`src/rtl/calc_pkg.sv`:
```
// Shared constants, opcodes and FSM states
// for the ASCII calculator command parser.
package calc_pkg;

  localparam logic [7:0] ASC_ZERO  = 8'h30;
  localparam logic [7:0] ASC_NINE  = 8'h39;
  localparam logic [7:0] ASC_PLUS  = 8'h2B;
  localparam logic [7:0] ASC_MINUS = 8'h2D;
  localparam logic [7:0] ASC_STAR  = 8'h2A;
  localparam logic [7:0] ASC_AMP   = 8'h26;
  localparam logic [7:0] ASC_EQ    = 8'h3D;
  localparam logic [7:0] ASC_SPACE = 8'h20;

  localparam logic [1:0] OPC_ADD = 2'b00;
  localparam logic [1:0] OPC_SUB = 2'b01;
  localparam logic [1:0] OPC_MUL = 2'b10;
  localparam logic [1:0] OPC_AND = 2'b11;

  typedef enum logic [1:0] {
    IDLE    = 2'd0,
    A_ACC   = 2'd1,
    OP_WAIT = 2'd2,
    B_ACC   = 2'd3
  } state_t;

  function automatic logic is_digit(
    input logic [7:0] b
  );
    return (b >= ASC_ZERO) && (b <= ASC_NINE);
  endfunction

  function automatic logic is_oper(
    input logic [7:0] b
  );
    return (b == ASC_PLUS) || (b == ASC_MINUS)
        || (b == ASC_STAR) || (b == ASC_AMP);
  endfunction

  function automatic logic [1:0] op_enc(
    input logic [7:0] b
  );
    logic [1:0] r;
    r = OPC_ADD;
    unique case (1'b1)
      (b == ASC_MINUS): r = OPC_SUB;
      (b == ASC_STAR):  r = OPC_MUL;
      (b == ASC_AMP):   r = OPC_AND;
      default:          r = OPC_ADD;
    endcase
    return r;
  endfunction

endpackage

```
`src/rtl/dec_acc.sv`:
```
// Decimal accumulate step: acc*10 + digit,
// with overflow when the result exceeds DATA_W bits.
module dec_acc #(
  parameter int DATA_W = 8
) (
  input  logic [DATA_W-1:0] acc,
  input  logic [3:0]        digit,
  output logic [DATA_W-1:0] sum,
  output logic              ovf
);

  logic [DATA_W+3:0] acc_x;
  logic [DATA_W+3:0] wide;

  // Widened so (2^W-1)*10+9 never wraps.
  always_comb begin
    acc_x = {4'b0000, acc};
    wide  = (acc_x << 3) + (acc_x << 1)
          + {{DATA_W{1'b0}}, digit};
    sum   = wide[DATA_W-1:0];
    ovf   = |wide[DATA_W+3:DATA_W];
  end

endmodule

```
`src/rtl/calc_cmd_parser.sv`:
```
// Parses "digits op digits =" from a byte stream
// into operands and an opcode, flagging bad input.
module calc_cmd_parser
  import calc_pkg::*;
#(
  parameter int DATA_W = 8
) (
  input  logic              clk,
  input  logic              rst,
  input  logic [7:0]        rx_data,
  input  logic              rx_rdy,
  output logic [DATA_W-1:0] op_a,
  output logic [DATA_W-1:0] op_b,
  output logic [1:0]        opcode,
  output logic              cmd_valid,
  output logic              err
);

  state_t            state;
  logic [DATA_W-1:0] acc;
  logic [DATA_W-1:0] a_lat;
  logic [1:0]        opc_lat;

  logic [DATA_W-1:0] acc_in;
  logic [DATA_W-1:0] acc_nx;
  logic              acc_ovf;
  logic              b_dig;
  logic              b_op;
  logic              b_eq;
  logic              b_sp;

  // First digit of an operand starts from zero.
  always_comb begin
    acc_in = '0;
    if (state == A_ACC || state == B_ACC)
      acc_in = acc;
    b_dig = is_digit(rx_data);
    b_op  = is_oper(rx_data);
    b_eq  = (rx_data == ASC_EQ);
    b_sp  = (rx_data == ASC_SPACE);
  end

  dec_acc #(
    .DATA_W(DATA_W)
  ) u_acc (
    .acc  (acc_in),
    .digit(rx_data[3:0]),
    .sum  (acc_nx),
    .ovf  (acc_ovf)
  );

  // Command FSM with registered outputs and pulses.
  always_ff @(posedge clk) begin
    if (!rst) begin
      state     <= IDLE;
      acc       <= '0;
      a_lat     <= '0;
      opc_lat   <= OPC_ADD;
      op_a      <= '0;
      op_b      <= '0;
      opcode    <= OPC_ADD;
      cmd_valid <= 1'b0;
      err       <= 1'b0;
    end else begin
      cmd_valid <= 1'b0;
      err       <= 1'b0;
      if (rx_rdy && !b_sp) begin
        unique case (state)
          IDLE, OP_WAIT: begin
            if (b_dig && !acc_ovf) begin
              acc   <= acc_nx;
              state <= (state == IDLE) ? A_ACC : B_ACC;
            end else begin
              err   <= 1'b1;
              state <= IDLE;
            end
          end
          A_ACC: begin
            if (b_dig && !acc_ovf) begin
              acc <= acc_nx;
            end else if (b_op) begin
              a_lat   <= acc;
              opc_lat <= op_enc(rx_data);
              state   <= OP_WAIT;
            end else begin
              err   <= 1'b1;
              state <= IDLE;
            end
          end
          B_ACC: begin
            if (b_dig && !acc_ovf) begin
              acc <= acc_nx;
            end else if (b_eq) begin
              op_a      <= a_lat;
              op_b      <= acc;
              opcode    <= opc_lat;
              cmd_valid <= 1'b1;
              state     <= IDLE;
            end else begin
              err   <= 1'b1;
              state <= IDLE;
            end
          end
          default: state <= IDLE;
        endcase
      end
    end
  end

endmodule

```
`config.mk`:
```
export PLATFORM = sky130hd
export DESIGN_NAME = calc_cmd_parser
export DESIGN_NICKNAME = d
export VERILOG_FILES = /design/src/rtl/calc_pkg.sv /design/src/rtl/dec_acc.sv /design/src/rtl/calc_cmd_parser.sv
export SDC_FILE = /design/constraint.sdc
export NUM_CORES = 1
export LEC_CHECK = 0
export ABC_AREA = 1
export CORE_MARGIN = 2
export CORE_UTILIZATION = 42
export CTS_BUF_LIST = sky130_fd_sc_hd__clkbuf_4
export DETAILED_ROUTE_END_ITERATION = 6
export GPL_TIMING_DRIVEN = 1
export MAX_ROUTING_LAYER = met4
export PLACE_DENSITY = 0.69
export REMOVE_ABC_BUFFERS = 1
export SLEW_MARGIN = 20
export SYNTH_ARGS = -nofsm -noshare
export SYNTH_HDL_FRONTEND = slang
export SYNTH_SLANG_ARGS = --single-unit
```
`constraint.sdc`:
```
create_clock -name clk -period 7.8 [get_ports clk]
set_input_delay 1.56 -clock clk [delete_from_list [all_inputs] [get_ports clk]]
set_output_delay 1.56 -clock clk [all_outputs]
set_load 0.01 [all_outputs]
```
==> impl_metrics.env <==
export IMPL_design_area_sq_um=2720
export IMPL_critical_path_peak_fanout=14
export IMPL_slew_viol_final=0
export IMPL_area_delta_synth_final_pct=17.2
export IMPL_crit_path_frequent_cell="nand2_1"
export IMPL_ys_top_cells_by_area="dfxtp_1, nand2_1, ha_1"
export IMPL_cts_root_buf="clkbuf_4"
export IMPL_ys_ff_latch=40
export IMPL_ios=31
export IMPL_timing_rr_start="state[0]"
export IMPL_dp_cells=442
export IMPL_vias=2089
export IMPL_synthCells=349
export IMPL_yosys_warnings=0
export IMPL_final_util=0.503
export IMPL_finalNetCount=405
export IMPL_cp_cell_sequence="clkdlybuf4s50_1 -> inv_2 -> fa_1 -> inv_1 -> fa_1 -> nand2_1 -> nand2_1 -> nand3_1 -> nand2_1 -> nand2_1 -> nand2_1 -> nor2_2 -> and2_4 -> nand3_4 -> nand2_2 -> nand2_1 -> nor2_1"
export IMPL_crit_family="simple AND/OR/NAND/NOR gates"
export IMPL_dpl_cell_area_sq_um=2660
export IMPL_required_ps=8080
export IMPL_finalWirelength_mm=4.64
export IMPL_dp_hpwl_mm=3.50
export IMPL_syn_area_per_cell_sq_um=6.64
export IMPL_cp_num_cells=17
export IMPL_die_width_um=78.3
export IMPL_globalplace_congestion=0.871
export IMPL_synth_area_sq_um=2320
export IMPL_antenna_found_initial=0
export IMPL_yosysTopAreaCell="dfxtp_1"
export IMPL_max_freq_mhz=245
export IMPL_cts_setup_buffers=0
export IMPL_portBuffers=30
export IMPL_end_kind="register"
export IMPL_cts_tree="done"
export IMPL_grt_start_max_net_pins=31
export IMPL_grt_pass1_wl_mm=8.27
export IMPL_grt_usage=0.171
export IMPL_drtIter0Drc=116
export IMPL_hold_depth=2
export IMPL_first_pass_iters=4
export IMPL_hold_viol_final=0
export IMPL_final_cell_count_no_fill=450
export IMPL_synth_yosys_seq_area_share=0.345
export IMPL_pwr_density_cell_nw_per_um2=132
export IMPL_cts_path_max_buffers=2
export IMPL_cts_resized=0
export IMPL_fp_dieH_um=78.3
export IMPL_hold_start="op_b[1]"
export IMPL_finalSetupViolCount=0
export IMPL_p_leak_nw=1.29
export IMPL_hp_class="reg -> reg"
export IMPL_holdBufCountCts=0
export IMPL_reg2reg_depth=16
export IMPL_drive_gt1_frac=0.0688
export IMPL_clk_insertion_delay_late_ps=350
export IMPL_worst_slew_pin_slew_ps=895
export IMPL_fin_crit_ps=4090
export IMPL_core_sq_um=5410
export IMPL_crit_path_start="rx_data[3]"
export IMPL_start_kind="input port"
export IMPL_grt_overflow_total=0
export IMPL_numCtsBuffers=5
export IMPL_wl_per_cell_um=10.3
export IMPL_ir_drop_v=0.0000544
export IMPL_cts_sinks=40
export IMPL_rows=27
export IMPL_grt_pass1_vias=1901
export IMPL_fin_skew_ps=10.3
export IMPL_fin_tns_setup_ps=0
export IMPL_drc=0
export IMPL_crit_type="in -> reg"
export IMPL_clkSlewWorstSetupHoldPaths_ps=110
export IMPL_rsz0062_at_grt="false"
export IMPL_cts_max_level=2
export IMPL_slowest_delay_ps=550
export IMPL_max_slew_margin=0.403
export IMPL_cpMaxStageDelayCell="clkdlybuf4s50_1"
export IMPL_viasPerCell=4.64
export IMPL_dieArea_sq_um=6130
export IMPL_critical_path_buf_inv_count=3
export IMPL_n_antenna_cell=0
export IMPL_start_util=0.429
export IMPL_synth_cell_types=29
export IMPL_cap_viol_max_count=0
export IMPL_status="completed"
export IMPL_ant_nets=0
export IMPL_cp_arrival_ps=4370
export IMPL_finalCritPeriodShare=0.524
export IMPL_synth_top_area_share=0.345
## layer usage
metal	vias up	GRT usage	wire length, um	share of wire
met5	-	-	0	0
met4	0	0.0579	71	0.015
met3	7	0.0276	165	0.036
met2	35	0.272	2050	0.44
met1	910	0.224	2350	0.51
li1	1137	-	-	-
## path summary, 6_finish.rpt
check	end	slack (ps)
max	acc[1]	3710
min	op_b[1]	470
max reg2reg	acc[1]	4600
min reg2reg	op_b[1]	470
## power by group
part / internal, mW / switching (mW) / total, mW / leakage [nW]
clock: 0.0347 / 0.0699 / 0.105 / 0.0349
combinational: 0.0163 / 0.0244 / 0.0407 / 0.935
sequential: 0.208 / 0.00559 / 0.214 / 0.324
total: 0.259 / 0.0999 / 0.359 / 1.29
## stage by stage
step | hold WS, ps | total power [mW] | setup slack [ps]
final | 469 | 0.359 | 3710
after global routing | 489 | 0.378 | 3500
after CTS | 472 | 0.365 | 3710
after detailed placement | 454 | 0.259 | 3340
after global placement | 447 | 0.259 | 3390
after floorplan | 441 | 0.244 | 4120
## synthesized netlist by cell type, drive strengths merged
| master | number |
|---|---|
| nand3b | 1 |
| o21ai | 1 |
| ha | 15 |
| clkinv | 2 |
| nor3 | 2 |
| and2 | 2 |
| dfxtp | 40 |
| nor2 | 38 |
| xor2 | 1 |
| nand3 | 14 |
| fa | 2 |
| inv | 48 |
| nand2 | 132 |
| a21oi | 30 |
| nand4 | 8 |
| xnor2 | 3 |
| clkbuf | 4 |
| buf | 5 |
| o31ai | 1 |
## area by class of cell
| cell class | count | area, sq um |
|---|---|---|
| timing repair buffer | 30 | 300 |
| fill | 575 | 2690 |
| clock inverter | 3 | 18.8 |
| tap | 72 | 90.1 |
| inverter | 50 | 188 |
| multi-input combinational | 250 | 1280 |
| sequential | 40 | 801 |
| clock buffer | 5 | 37.5 |
## worst register-to-register path: cells and delay by family, from the launching register on
kind,cells,cell delay [ps]
adders and majority gates,2,990
DFF,1,720
buffers and inverters,1,70
and+or+nand+nor,13,1360
## state kept, by name, summed over array words and instances (netlist names)
name and flops:
op_b 8, cmd_valid 1, a_lat 8, op_a 8, err 1, opcode 2, state 2, opc_lat 2
acc 8
## logic make-up after synthesis
| family | count (synthesis) | share of synthesized area |
|---|---|---|
| and+or+nand+nor | 197 | 0.367 |
| DFF | 40 | 0.345 |
| adders and majority gates | 17 | 0.0982 |
| AOI/OAI and AO/OA | 32 | 0.0723 |
| xor gates and xnor gates | 4 | 0.0151 |
| buffers and inverters | 59 | 0.102 |
## placed cells by master (no fill, tap or decap), types with 2 or more instances in the layout
cell               n
nand2_1          127
inv_1             44
dfxtp_1           40
nor2_1            34
a21oi_1           30
clkdlybuf4s50_1   30
ha_1              15
nand3_1           12
nand4_1            7
nand2_2            5
clkbuf_4           5
inv_2              4
nor2_2             3
xnor2_1            3
nor3_1             2
clkinv_1           2
fa_1               2
clkinv_2           2
(Power assumes the default switching activity.)
==> RTL change (config.mk and constraints unchanged) <==
Put one more register stage on the output `err`. The value now appears one clock later. The other outputs are not delayed to match.
--- a/src/rtl/calc_cmd_parser.sv
+++ b/src/rtl/calc_cmd_parser.sv
@@ -16,4 +16,6 @@
   output logic              err
 );
+
+  logic err_s0;
 
   state_t            state;
@@ -61,8 +63,8 @@
       opcode    <= OPC_ADD;
       cmd_valid <= 1'b0;
-      err       <= 1'b0;
+      err_s0    <= 1'b0;
     end else begin
       cmd_valid <= 1'b0;
-      err       <= 1'b0;
+      err_s0    <= 1'b0;
       if (rx_rdy && !b_sp) begin
         unique case (state)
@@ -72,5 +74,5 @@
               state <= (state == IDLE) ? A_ACC : B_ACC;
             end else begin
-              err   <= 1'b1;
+              err_s0 <= 1'b1;
               state <= IDLE;
             end
@@ -84,5 +86,5 @@
               state   <= OP_WAIT;
             end else begin
-              err   <= 1'b1;
+              err_s0 <= 1'b1;
               state <= IDLE;
             end
@@ -98,5 +100,5 @@
               state     <= IDLE;
             end else begin
-              err   <= 1'b1;
+              err_s0 <= 1'b1;
               state <= IDLE;
             end
@@ -108,4 +110,8 @@
   end
 
+  always_ff @(posedge clk) begin
+    err <= err_s0;
+  end
+
 endmodule
 
Function: changed (Yosys sat finds a counterexample within 4 cycles, from zero or initial values and one cycle with rst low).
==> RTL change against the original RTL <==
- first-iteration DRC count rose by 9.5%
- design area rose by 0.97%
- highest routed layer unchanged
- sequential power rose by 2%
- sequential cell count rose by 1
- synthesized area rose by 0.86%
- largest power group unchanged
- setup slack got worse by 7.4 ps
- total power rose by 3.8%
- die area rose by 0.82%
- largest cell class unchanged
- wire length rose by 0.60%
- clock skew fell by 4.5 ps
- via count fell by 0.34%
- core utilization rose by 0.17 points
==> RTL change: results (changes against the original RTL) <==
- Status: completed
- DR vias/cell: 4.616 (-0.56%)
- Fraction of layout cells with a size suffix above 1: 6.860% (-0.018 points)
- First-pass GRT wire length: 8217 um (-0.59%)
- Post-DP HPWL: 3615 um (+3.4%)
- Worst-margin pin slew: 940.7 ps (+46.11 ps)
- Met2 WL: 2108 um (+2.8%)
- Crit path DAT: 4400 ps (+30 ps)
- Gp weighted congestion: 0.8478 (-2.6%)
- FILL cells: 550 (-4.3%)
- WL per Instance: 10.35 um (+0.38%)
- Post-route insts no fill: 451 (+0.22%)
- Top cells by area, synth: dfxtp_1, nand2_1, ha_1
- Yosys top cell area share: 35.10% (+0.56 points)
- Met1 Wirelength: 2396 um (+1.8%)
- Leakage power: 0.001299 uW (+0.40%)
- GRT Resource Usage Total: 17.03% (-0.10 points)
- GR Layer Usage met2: 26.58% (-0.57 points)
- DR WL met3: 148 um (-10%)
- Post-synth top cells: nand2_1, inv_1, dfxtp_1, nor2_1, a21oi_1
- Maximum vdd drop: 0.05989 mV (+10%)
- M1 GR Usage: 22.33% (-0.056 points)
- DRT iter0 DRCs: 127 (+9.5%)
- Clock skew: 5.860 ps (-4.465 ps)
- Placed Instances: 443 (+0.23%)
- Nets: 406 (+0.25%)
- Vias in the first global route: 1,890 (-0.58%)
- Seq/Total Area, Yosys: 35.10% (+0.56 points)
RTL change: cell types whose count changed after synthesis:
cell / delta
dfxtp_1: +1
RTL change: path summary, 6_finish.rpt:
path / startpoint / endpoint / slack, ps / cells past startpoint
worst max-delay path: rx_data[3] / acc[2] / 3710 / 17
worst min-delay path: err_s0 / err / 350 / 0
worst max register to register: state[0] / acc[2] / 4610 / 16
worst min register to register: err_s0 / err / 350 / 0
RTL change: area by class of cell:
class | instances | area share, %
clock buffer | 5 | 1.369
clock inverter | 3 | 0.9124
inverter | 50 | 6.843
multi-input combinational | 250 | 46.72
sequential | 41 | 29.93
tap | 72 | 3.285
timing repair buffer | 30 | 10.95
RTL change: where the power goes:
part / internal [uW] / switching [uW]
clock: 36.8 / 75.7
sequential: 214 / 5.73
combinational: 16.3 / 24.7
RTL change: logic make-up (layout without fill, tap and decap cells):
group / Yosys count / in the layout / synth area share (%)
flip-flops: 41 / 41 / 35.10
AO/OA/AOI/OAI: 32 / 32 / 7.169
adder cells (fa/ha/maj): 17 / 17 / 9.738
buffers and inverters: 59 / 88 / 10.11
AND/OR/NAND/NOR: 197 / 197 / 36.38
XOR/XNOR: 4 / 4 / 1.498
RTL change: stage by stage:
stage | worst slack, ps | util [%] | instance area (um2) | hold slack, ps | power [uW]
final | 3707 | 50.43 | 2743 | 353.3 | 372.9
after floorplan | 4120 | - | 2290 | 309.6 | 249.3
after global routing | 3533 | 50.43 | 2743 | 357.7 | 390.9
after detailed placement | 3324 | 49.28 | 2680 | 331.5 | 265.1
after global placement | 3403 | 49.28 | 2680 | 312.2 | 264.1
after CTS | 3723 | 50.43 | 2743 | 350.0 | 377.9
